===== src/rtl/merge_pkg.sv =====
// merge_pkg: bus flavour constants, request/response widths, timeout data and FSM state type for merge
package merge_pkg;
  localparam int TYPE_I = 0;
  localparam int TYPE_D = 1;
  localparam int DATA_W = 32;
  localparam int STRB_W = 4;
  localparam int BUS_RESP_W = DATA_W + 1;
  localparam int RESP_READY = 0;
  localparam logic [DATA_W-1:0] TIMEOUT_DATA = 32'hDEADBEEF;
  typedef enum logic {IDLE, BUSY} state_t;
  function automatic int bus_req_w(input int t, input int aw);
    return t == TYPE_I ? aw + 1 : aw + DATA_W + STRB_W + 1;
  endfunction
  function automatic int id_w(input int n);
    return n > 1 ? $clog2(n) : 1;
  endfunction
endpackage


===== src/rtl/merge_if.sv =====
// merge_if: master-side request/response vectors plus shared slave port of the merge block
interface merge_if
  import merge_pkg::*;
#(
  parameter int TYPE = TYPE_D,
  parameter int N_MASTERS = 2,
  parameter int ADDR_W = 32
);
  localparam int RW = bus_req_w(TYPE, ADDR_W);
  localparam int IW = id_w(N_MASTERS);
  logic [N_MASTERS*RW-1:0] m_req;
  logic [N_MASTERS*BUS_RESP_W-1:0] m_resp;
  logic [RW-1:0] s_req;
  logic [BUS_RESP_W-1:0] s_resp;
  logic [IW-1:0] s_id;
  modport slave (input m_req, s_resp, output m_resp, s_req, s_id);
  modport master (output m_req, s_resp, input m_resp, s_req, s_id);
endinterface


===== src/rtl/merge_rr_arbiter.sv =====
// merge_rr_arbiter: combinational round-robin search from ptr upward, wrapping at N-1
module merge_rr_arbiter #(
  parameter int N = 2,
  localparam int IW = N > 1 ? $clog2(N) : 1
) (
  input  logic [N-1:0]  req,
  input  logic [IW-1:0] ptr,
  output logic [N-1:0]  gnt,
  output logic [IW-1:0] idx
);
  logic [IW:0] j;
  // scan from farthest to nearest offset so the nearest requester at or after ptr wins
  always_comb begin
    gnt = '0;
    idx = '0;
    j = '0;
    for (int k = N - 1; k >= 0; k--) begin
      j = {1'b0, ptr} + (IW + 1)'(k);
      j = j >= (IW + 1)'(N) ? j - (IW + 1)'(N) : j;
      if (req[j[IW-1:0]]) begin
        idx = j[IW-1:0];
        gnt = '0;
        gnt[j[IW-1:0]] = 1'b1;
      end
    end
  end
endmodule


===== src/rtl/merge.sv =====
// merge: round-robin many-to-one bus merger; define MERGE_TIMEOUT_EN to add a slave-response timeout
module merge
  import merge_pkg::*;
#(
  parameter int TYPE = TYPE_D,
  parameter int N_MASTERS = 2,
  parameter int ADDR_W = 32,
  parameter int TIMEOUT_CYC = 255
) (
  input logic clk,
  input logic rst,
  merge_if.slave bus
);
  localparam int RW = bus_req_w(TYPE, ADDR_W);
  localparam int IW = id_w(N_MASTERS);
  state_t state, state_nx;
  logic [IW-1:0] grant, grant_nx, ptr, ptr_nx, win;
  logic [N_MASTERS-1:0] valid, win_oh;
  logic [RW-1:0] req_arr [N_MASTERS];
  logic [BUS_RESP_W-1:0] resp;
  logic timeout, done;
  if (N_MASTERS < 2 || TIMEOUT_CYC < 1) begin : g_bad_cfg
    $error("merge: N_MASTERS must be >= 2 and TIMEOUT_CYC >= 1");
  end
  for (genvar i = 0; i < N_MASTERS; i++) begin : g_slice
    assign req_arr[i] = bus.m_req[i*RW +: RW];
    assign valid[i] = req_arr[i][RW-1];
    assign bus.m_resp[i*BUS_RESP_W +: BUS_RESP_W] = state == BUSY && grant == IW'(i) ? resp : '0;
  end
  merge_rr_arbiter #(.N(N_MASTERS)) u_arb (.req(valid), .ptr(ptr), .gnt(win_oh), .idx(win));
`ifdef MERGE_TIMEOUT_EN
  localparam int CW = $clog2(TIMEOUT_CYC + 1);
  logic [CW-1:0] cnt;
  // counts BUSY cycles; held at zero while idle so every grant starts from zero
  always_ff @(posedge clk or posedge rst)
    if (rst) cnt <= '0;
    else cnt <= state == BUSY ? cnt + 1'b1 : '0;
  assign timeout = state == BUSY && cnt == CW'(TIMEOUT_CYC);
`else
  assign timeout = 1'b0;
`endif
  assign resp = timeout ? {TIMEOUT_DATA, 1'b1} : bus.s_resp;
  assign done = bus.s_resp[RESP_READY] || timeout;
  assign bus.s_req = state == BUSY && !timeout ? req_arr[grant] : '0;
  assign bus.s_id = grant;
  // grant, pointer and state registers
  always_ff @(posedge clk or posedge rst)
    if (rst) begin
      state <= IDLE;
      grant <= '0;
      ptr <= '0;
    end else begin
      state <= state_nx;
      grant <= grant_nx;
      ptr <= ptr_nx;
    end
  // arbitrate only from IDLE; a finished grant always returns to IDLE, giving one bubble cycle
  always_comb begin
    state_nx = state;
    grant_nx = grant;
    ptr_nx = ptr;
    if (state == IDLE && |win_oh) begin
      state_nx = BUSY;
      grant_nx = win;
    end else if (state == BUSY && done) begin
      state_nx = IDLE;
      ptr_nx = grant == IW'(N_MASTERS - 1) ? '0 : grant + 1'b1;
    end
  end
endmodule


===== src/flat_wrapper.sv =====
// flat-port wrapper written by rule: the top's interface ports become plain ports
module merge_flat import merge_pkg::*;
#(
  parameter int TYPE = TYPE_D,
  parameter int N_MASTERS = 2,
  parameter int ADDR_W = 32,
  parameter int TIMEOUT_CYC = 255
)
  (clk, rst, bus_m_req, bus_s_resp, bus_m_resp, bus_s_req, bus_s_id);
  merge_if #(.TYPE(TYPE), .N_MASTERS(N_MASTERS), .ADDR_W(ADDR_W)) bus_i ();
  input logic clk;
  input logic rst;
  input wire logic [$bits(bus_i.m_req)-1:0] bus_m_req;
  input wire logic [$bits(bus_i.s_resp)-1:0] bus_s_resp;
  output wire logic [$bits(bus_i.m_resp)-1:0] bus_m_resp;
  output wire logic [$bits(bus_i.s_req)-1:0] bus_s_req;
  output wire logic [$bits(bus_i.s_id)-1:0] bus_s_id;
  assign bus_i.m_req = bus_m_req;
  assign bus_i.s_resp = bus_s_resp;
  assign bus_m_resp = bus_i.m_resp;
  assign bus_s_req = bus_i.s_req;
  assign bus_s_id = bus_i.s_id;
  merge #(.TYPE(TYPE), .N_MASTERS(N_MASTERS), .ADDR_W(ADDR_W), .TIMEOUT_CYC(TIMEOUT_CYC)) u_core (.clk(clk), .rst(rst), .bus(bus_i));
endmodule

===== config.mk =====
export PLATFORM = sky130hd
export DESIGN_NAME = merge_flat
export DESIGN_NICKNAME = d
export VERILOG_FILES = /design/src/rtl/merge_pkg.sv /design/src/rtl/merge_if.sv /design/src/rtl/merge_rr_arbiter.sv /design/src/rtl/merge.sv /design/src/flat_wrapper.sv
export SDC_FILE = /design/constraint.sdc
export NUM_CORES = 1
export LEC_CHECK = 0
export ABC_AREA = 1
export ABC_CLOCK_PERIOD_IN_PS = 1200
export CORE_AREA = 8 8 114 116
export DETAILED_ROUTE_END_ITERATION = 10
export DIE_AREA = 0 0 122 124
export SLEW_MARGIN = 5
export SYNTH_ARGS = -nofsm -noshare
export SYNTH_HDL_FRONTEND = slang
export SYNTH_HIERARCHICAL = 1
export SYNTH_SLANG_ARGS = --single-unit

===== constraint.sdc =====
create_clock -name clk -period 1.2 [get_ports clk]
set_input_delay 0.24 -clock clk [delete_from_list [all_inputs] [get_ports clk]]
set_output_delay 0.24 -clock clk [all_outputs]
set_load 0.005 [all_outputs]

==> reports/results.ini, run 1 <==
[setup_path]
arrival_ns=1.53
path_cells=nand2_4 > clkinv_8 > buf_8 > buf_16 > buf_6 > nand2_2 > nand2_1 > buf_2
worst_setup_path_end_kind=primary output
r2r_slack_ns=-0.08
worstSetupStartpointType=flip-flop
crit_type=reg2out
required_ns=0.96
cp_slowest_cell=dfrtp_2
crit_fanout=7
max_stage_delay_ns=0.44

[sta]
grt_setup_unrepaired=true
fmax_mhz=566
fin_ws_ns=-0.566
fin_crit_sh_pct=147
finalSetupViolCount=136
slew_viol_final=0
slew_headroom_pct=87.6
tightest_slew_ns=0.185
fin_tns_setup_ns=-55.36
period_minus_slack_ns=1.77
skew_ns=0.00152
finalHoldViolCount=0

[layout]
final_common_cell=clkdlybuf4s50_1
syn_to_final_growth_pct=303
seqCellArea_sq_um=77.6
n_fill_cell=1063
layout_common_cells=clkdlybuf4s50_1 (171), nand2_1 (80), buf_2 (77), buf_6 (56), nand2_2 (50)
final_area_sq_um=6280
fin_nets=903
multiInputGateArea_sq_um=1770
fin_cells=873
drive_gt1_share_pct=49.0

[global_route]
gr-total-overflow=0
grt_max_degree=33
grt_usage_pct=16.9
antenna_found_initial=1
grt_pass1_wl_um=20100
first_global_vias=3657

[cts]
cts_buffers=3
cts.path.max_buffers=2
clkTransAtPathRegs_ns=0.03
cts_num_sinks=3
cts_tree=done
clk_latency_ns=0.23
htreeDepth=1
cts-root-buf=clkbuf_16

[detailed_routing]
avgRoutedWirePerCell_um=19.3
drc=0
first_pass_iters=4
wl_um=16800
drt-initial-drc-count=93
ant_nets=0
avgViaCountPerCell=4.37
via_count=3811

[outcome]
violations=setup timing
outcome=finished, violations left

[die]
dieWidth_um=122
rows=39
die_area_sq_um=15100
core_sq_um=11200
initial_utilization_pct=13.9
io_pins=309
die_h_um=124

[synthesis]
yosysSeqAreaShare_pct=4.82
syn_inst=358
synth_cell_type_count=15
syn_area_sq_um=1560
yosys_warnings=6
avgSynthCellArea_sq_um=4.35
synthesis.nets=531
synth-seq-cells=3

[power]
powerDensity_nw_per_um2=1870
irDropWorstVdd_mv=1.09
p_seq_share_pct=2.1
p_switching_mw=5.12
clock_power_share_pct=4.6
p_int_mw=6.62
p_leak_nw=3.29
switching_share_pct=43.6
p_comb_share_pct=93.3

[place]
portBuffers=308
gp_congestion=0.871
dpl.hpwl_um=10900
dpl_cell_area_sq_um=4850
placed_cells=795

[worst_hold_path]
worst_hold_path_type=in2async

[run]
max-cap-violations=0

layer usage:
metal / vias to the layer above / track usage, % / wire length [um]
met3: 23 / 6.03 / 1650
li1: 1838 / - / -
met4: 0 / 5.32 / 363
met5: - / 0 / 0
met2: 220 / 32.0 / 9050
met1: 1730 / 16.8 / 5770
area by class of cell:
type | instances | share of cell area, %
diodes | 1 | 0.0399
clock buffers | 4 | 1.26
inverters | 40 | 2.67
multi-input cells | 286 | 28.2
flip-flops and latches | 3 | 1.24
well taps | 143 | 2.85
repair buffers | 396 | 63.7
worst max-delay path: cells and delay by family, from the launching register on:
kind | cells | cell delay (ns)
DFF | 1 | 0.44
and+or+nand+nor | 3 | 0.21
buffers and inverters | 5 | 0.62
power by group through the flow:
stage | Sequential [mW] | Combinational [mW] | Clock, mW
2_1_floorplan | 0.204 | 2.66 | 0
3_3_place_gp | 0.235 | 7.23 | 0
3_5_place_dp | 0.240 | 7.26 | 0
4_1_cts | 0.244 | 8.04 | 0.543
5_1_grt | 0.259 | 11.7 | 0.554
6_report | 0.248 | 11.0 | 0.535
through the flow:
| step | power (mW) | setup slack (ns) | utilization, % | hold WS, ns |
|---|---|---|---|---|
| after floorplan | 2.86 | -0.0281 | - | -0.00642 |
| after global placement | 7.47 | -0.572 | 43.4 | 0.423 |
| after detailed placement | 7.50 | -0.583 | 43.4 | 0.428 |
| after CTS | 8.83 | -0.732 | 46.2 | 0.196 |
| after global routing | 12.5 | -0.617 | 56.2 | 0.213 |
| final | 11.7 | -0.566 | 56.2 | 0.189 |
synth_stat cells:
master      n  area share, %
nand2_1   144             35
nand3_1    70             22
nor2_1     66             16
inv_1      38            9.2
buf_2      13            4.2
clkbuf_1    7            1.7
buf_1       5            1.2
dfrtp_1     3            4.8
o21ai_0     3           0.96
buf_4       2           0.96
buf_6       2            1.4
inv_2       2           0.48
a21boi_2    1           0.72
a21oi_2     1           0.56
nand2_4     1           0.72
cells by family (layout without fill, tap and decap cells):
| group | after synthesis | after routing | share of synthesized area (%) |
|---|---|---|---|
| other | 0 | 1 | 0 |
| buffers and inverters | 69 | 440 | 19.1 |
| and+or+nand+nor | 281 | 281 | 73.8 |
| DFF | 3 | 3 | 4.82 |
| AOI/OAI and AO/OA | 5 | 5 | 2.25 |
state kept, by name, indices dropped and copies added, names as in the netlist:
register	cells
u_core/bus.s_id	1
u_core/ptr	1
u_core/state	1
worst paths after layout:
path / start / to / cells past startpoint
worst min register to register: u_core/ptr / u_core/ptr / 2
min in group clk: bus_m_req[137] / u_core/bus.s_id / 7
max in group asynchronous: rst / u_core/state / 2
worst max-delay path: u_core/state / bus_s_req[66] / 8
worst max register to register: u_core/state / u_core/ptr / 7
worst min-delay path: rst / u_core/ptr / 2
timing repair:
action / CTS / global route
hold buffers: 0 / 0
gates resized for setup: 394 / 361
buffers inserted: 21 / 36
endpoints found under the setup margin: 137 / 138
cloned: 8 / 15
pin swaps: 1 / 24
Note: power is estimated with default switching activity, not from simulation.
==> run 2: changes to the inputs <==
- CORE_AREA: 8 8 114 116 -> 5 5 118 120
- DIE_AREA: 0 0 122 124 -> 0 0 123 125
==> run 2 against run 1 <==
Compared with the run above:
- the run still ends with setup timing left
- utilization fell by 9.9 points
- hold slack better by 0.014 ns
- design area shrank 5.0%
- clock power decreased by 1%
==> reports/results.ini, run 2 (synthesized netlist as in run 1, its figures left out) <==
[sta]
fin_crit_sh_pct=143
finalSetupViolCount=137
skew_ns=0.00100
fin_ws_ns=-0.514
fin_tns_setup_ns=-55.12
whs_ns=0.203
grt_setup_unrepaired=true
slew_viol_final=0
slew_headroom_pct=84.6
finalHoldViolCount=0
period_minus_slack_ns=1.71
fmax_mhz=584
tightest_slew_ns=0.230

[detailed_routing]
first_pass_iters=5
avgRoutedWirePerCell_um=16.3
drc=0
wl_um=14400
drt-initial-drc-count=75
avgViaCountPerCell=4.21
via_count=3712
ant_nets=0

[die]
core_sq_um=12900
die_area_sq_um=15400
die_h_um=125
dieWidth_um=123
initial_utilization_pct=12.1
io_pins=309
rows=42

[place]
gp_congestion=0.824
dpl.hpwl_um=9380
placed_cells=830
portBuffers=308

[worst_hold_path]
worst_hold_path_type=in2async

[setup_path]
cpMostUsedCell=nand2_2
reg2reg_depth=7
arrival_ns=1.47
crit_type=reg2out
r2r_end=u_core/ptr
required_ns=0.96
worst_setup_path_end_kind=primary output
path_cells=nand2_8 > clkinv_8 > buf_12 > clkbuf_16 > nand2_2 > nand2_2 > buf_6
crit_fanout=7
reg2reg_from=u_core/state
path_buf_inv=4
crit_family=buffers and inverters
cp_slowest_cell=dfrtp_2
max_stage_delay_ns=0.48
r2r_slack_ns=-0.09
worstSetupStartpointType=flip-flop

[power]
p_leak_nw=3.13
power_mw=10.8
powerDensity_nw_per_um2=1820
irDropWorstVdd_mv=0.756

[layout]
final_util_pct=46.3
n_fill_cell=1311
multiInputGateArea_sq_um=1850
num_antenna_cells=0
layout_common_cells=clkdlybuf4s50_1 (172), buf_2 (78), nand2_1 (69), nand2_2 (58), nand3_1 (50)
final_common_cell=clkdlybuf4s50_1
fin_cells=882
seqCellArea_sq_um=77.6
drive_gt1_share_pct=50.3
fin_nets=880
syn_to_final_growth_pct=283

[cts]
cts_tree=done
cts_num_sinks=3
cts.path.max_buffers=2
clk_latency_ns=0.22
htreeDepth=1
cts-root-buf=clkbuf_16
hold_buffers=0
cts_buffers=3
clkTransAtPathRegs_ns=0.03

[run]
max-cap-violations=0

[global_route]
first_global_vias=3488
antenna_found_initial=0
grt_usage_pct=14.4
grt_max_degree=33
gr-total-overflow=0
grt_pass1_wl_um=17900

[outcome]
outcome=finished, violations left
violations=setup timing

[run 2: per-layer routing]
metal | up-vias | routed length [um] | GRT usage (%)
met5 | - | 0 | 0
met4 | 0 | 198 | 3.19
met3 | 14 | 1450 | 4.34
met2 | 198 | 7330 | 26.7
met1 | 1708 | 5400 | 15.9
li1 | 1792 | - | -
[run 2: worst reg2reg max path, stage by stage (launching register included)]
cell	delay, ns
dfrtp_2	0.49
buf_12	0.17
buf_8	0.12
buf_16	0.13
nand2_8	0.06
buf_6	0.12
nand2_4	0.04
o21ai_2	0.05
[run 2: layout make-up]
class / count / area share [%]
inverters: 40 / 2.98
repair buffers: 373 / 59.6
flip-flops and latches: 3 / 1.30
clock buffers: 4 / 1.32
well taps: 176 / 3.69
multi-input cells: 286 / 31.1
[run 2: per-stage QoR]
step	setup slack (ns)	area (sq um)
detailed placement	-0.554	4920
global placement	-0.540	4920
global route	-0.556	5960
finish	-0.514	5960
floorplan	-0.0281	1570
CTS	-0.704	5180
[run 2: timing repair]
action	in CTS	in global routing
gates cloned	5	12
setup endpoints to repair	139	139
pin swaps	1	14
gates resized for setup	251	466
setup buffers	3	31
[run 2: worst max path at each step]
stage	depth (start not counted)	start	to	slack (ns)
2_1_floorplan	4	u_core/bus.s_id	bus_s_req[10]	-0.03
3_3_place_gp	5	u_core/bus.s_id	bus_s_req[42]	-0.54
3_5_place_dp	5	u_core/bus.s_id	bus_s_req[42]	-0.55
4_1_cts	5	u_core/state	bus_s_req[16]	-0.70
5_1_grt	7	u_core/state	bus_s_req[56]	-0.56
6_report	7	u_core/state	bus_s_req[56]	-0.51
[run 2: power breakdown]
part / internal, mW / switching (mW) / total [mW]
sequential: 0.157 / 0.144 / 0.302
combinational: 5.32 / 4.68 / 10.0
clock: 0.438 / 0.0903 / 0.529
total: 5.91 / 4.91 / 10.8
==> run 3: changes to the inputs <==
- SETUP_SLACK_MARGIN: unset -> 0.05
==> run 3 against run 2 <==
Compared with the run above:
- the run still ends with setup timing left
- setup slack improved by 0.027 ns
- final cell count fell by 1.2%
- sequential share of layout area is essentially flat
- clock skew rose by 0.0019 ns
- largest power group unchanged
- via count down 2.5%
- critical path type unchanged
- wire length is 2.2% lower
- sequential power down 21%
- utilization shrank 1.5 points
==> reports/results.ini, run 3 (synthesized netlist as in run 1, its figures left out) <==
[place]
dpl.hpwl_um=9970
place_ws_ns=-0.550
portBuffers=308
gp_congestion=0.818
placed_cells=834

[cts]
cts_buffers=3
cts_num_sinks=3
hold_buffers=0
cts-root-buf=clkbuf_16
htreeDepth=1
clk_latency_ns=0.22
clkTransAtPathRegs_ns=0.03
cts.path.max_buffers=2
cts_tree=done

[sta]
fin_ws_ns=-0.487
period_minus_slack_ns=1.69
tightest_slew_ns=0.226
grt_setup_unrepaired=true
finalHoldViolCount=0
slew_viol_final=0
slew_headroom_pct=84.9
fmax_mhz=593
whs_ns=0.196
finalSetupViolCount=136
fin_tns_setup_ns=-53.92
fin_crit_sh_pct=141
skew_ns=0.00293

[layout]
fin_cells=871
syn_to_final_growth_pct=271
fin_nets=869
final_common_cell=clkdlybuf4s50_1
layout_common_cells=clkdlybuf4s50_1 (171), nand2_1 (90), nand3_1 (49), clkbuf_2 (47), buf_2 (39)
drive_gt1_share_pct=39.3
num_antenna_cells=0

[setup_path]
cpMostUsedCell=buf_6
required_ns=0.96
max_stage_delay_ns=0.42
worstSetupStartpointType=flip-flop
cp_slowest_cell=dfrtp_2
path_cells=buf_6 > nand2_8 > buf_6 > buf_12 > nor2_1 > dlygate4sd2_1
crit_fanout=12
arrival_ns=1.45
worst_setup_path_end_kind=primary output
crit_type=reg2out

[worst_hold_path]
worst_hold_path_type=in2async

[die]
rows=42
die_h_um=125
dieWidth_um=123
core_sq_um=12900
io_pins=309
die_area_sq_um=15400
initial_utilization_pct=12.1

[power]
p_leak_nw=3.10
power_mw=10.4
powerDensity_nw_per_um2=1800
irDropWorstVdd_mv=0.846

[detailed_routing]
drc=0
drt-initial-drc-count=91
first_pass_iters=4
avgRoutedWirePerCell_um=16.1
via_count=3618
avgViaCountPerCell=4.15
wl_um=14100
ant_nets=0

[run]
max-cap-violations=0

[outcome]
violations=setup timing
outcome=finished, violations left

[global_route]
first_global_vias=3683
grt_pass1_wl_um=18900
grt_max_degree=27
antenna_found_initial=0
gr-total-overflow=0
grt_usage_pct=15.4

[run 3: cell count changes in the layout (fill, tap and decap cells not counted), moves of 5 or more]
| cell | delta |
|---|---|
| buf_2 | -39 |
| buf_4 | -11 |
| buf_6 | +9 |
| buf_8 | -5 |
| clkbuf_2 | +11 |
| dlygate4sd2_1 | +29 |
| nand2_1 | +21 |
| nand2_2 | -24 |
| nor2_1 | +23 |
| nor2_2 | -11 |
| nor2_4 | -12 |
[run 3: cell type report]
cell class	count	area, sq um
timing repair buffer	362	3520
fill	1317	7100
multi-input combinational	286	1700
clock buffer	4	78.8
inverter	40	170
sequential	3	77.6
tap	176	220
[run 3: worst paths after layout]
check,from,endpoint,slack (ns),cells past startpoint
max,u_core/state,bus_m_resp[59],-0.49,6
max reg2reg,u_core/state,u_core/bus.s_id,0.08,7
min,rst,u_core/ptr,0.20,2
min reg2reg,u_core/ptr,u_core/ptr,0.56,2
min in group clk,bus_m_req[68],u_core/bus.s_id,0.48,5
max in group asynchronous,rst,u_core/state,0.86,2
[run 3: where the power goes]
part	switching, mW	leakage [nW]	total [mW]	internal (mW)
sequential	0.0805	0.0340	0.238	0.158
combinational	4.45	3.03	9.60	5.15
clock	0.0867	0.0382	0.525	0.438
[run 3: per-layer routing]
layer	vias to the layer above	share of wire [%]	GRT usage, %
li1	1768	-	-
met1	1660	35	15.7
met2	172	53	30.0
met3	18	9.7	4.52
met4	0	1.9	3.84
met5	-	0	0
[run 3: per-stage QoR]
stage / utilization (%) / instance area (sq um)
floorplan: - / 1580
global placement: 38.6 / 4960
detailed placement: 38.6 / 4960
CTS: 40.6 / 5230
global route: 44.8 / 5770
finish: 44.8 / 5770
[run 3: critical path, delay by kind of cell, from the launching register on]
family	cells	cell delay (ns)
and+or+nand+nor	2	0.11
DFF	1	0.42
buffers and inverters	4	0.69
[run 3: timing repair]
item / in CTS / in global routing
pin swaps: 0 / 11
setup buffers: 5 / 19
endpoints found under the setup margin: 138 / 138
cloned: 7 / 9
gates resized for setup: 254 / 333
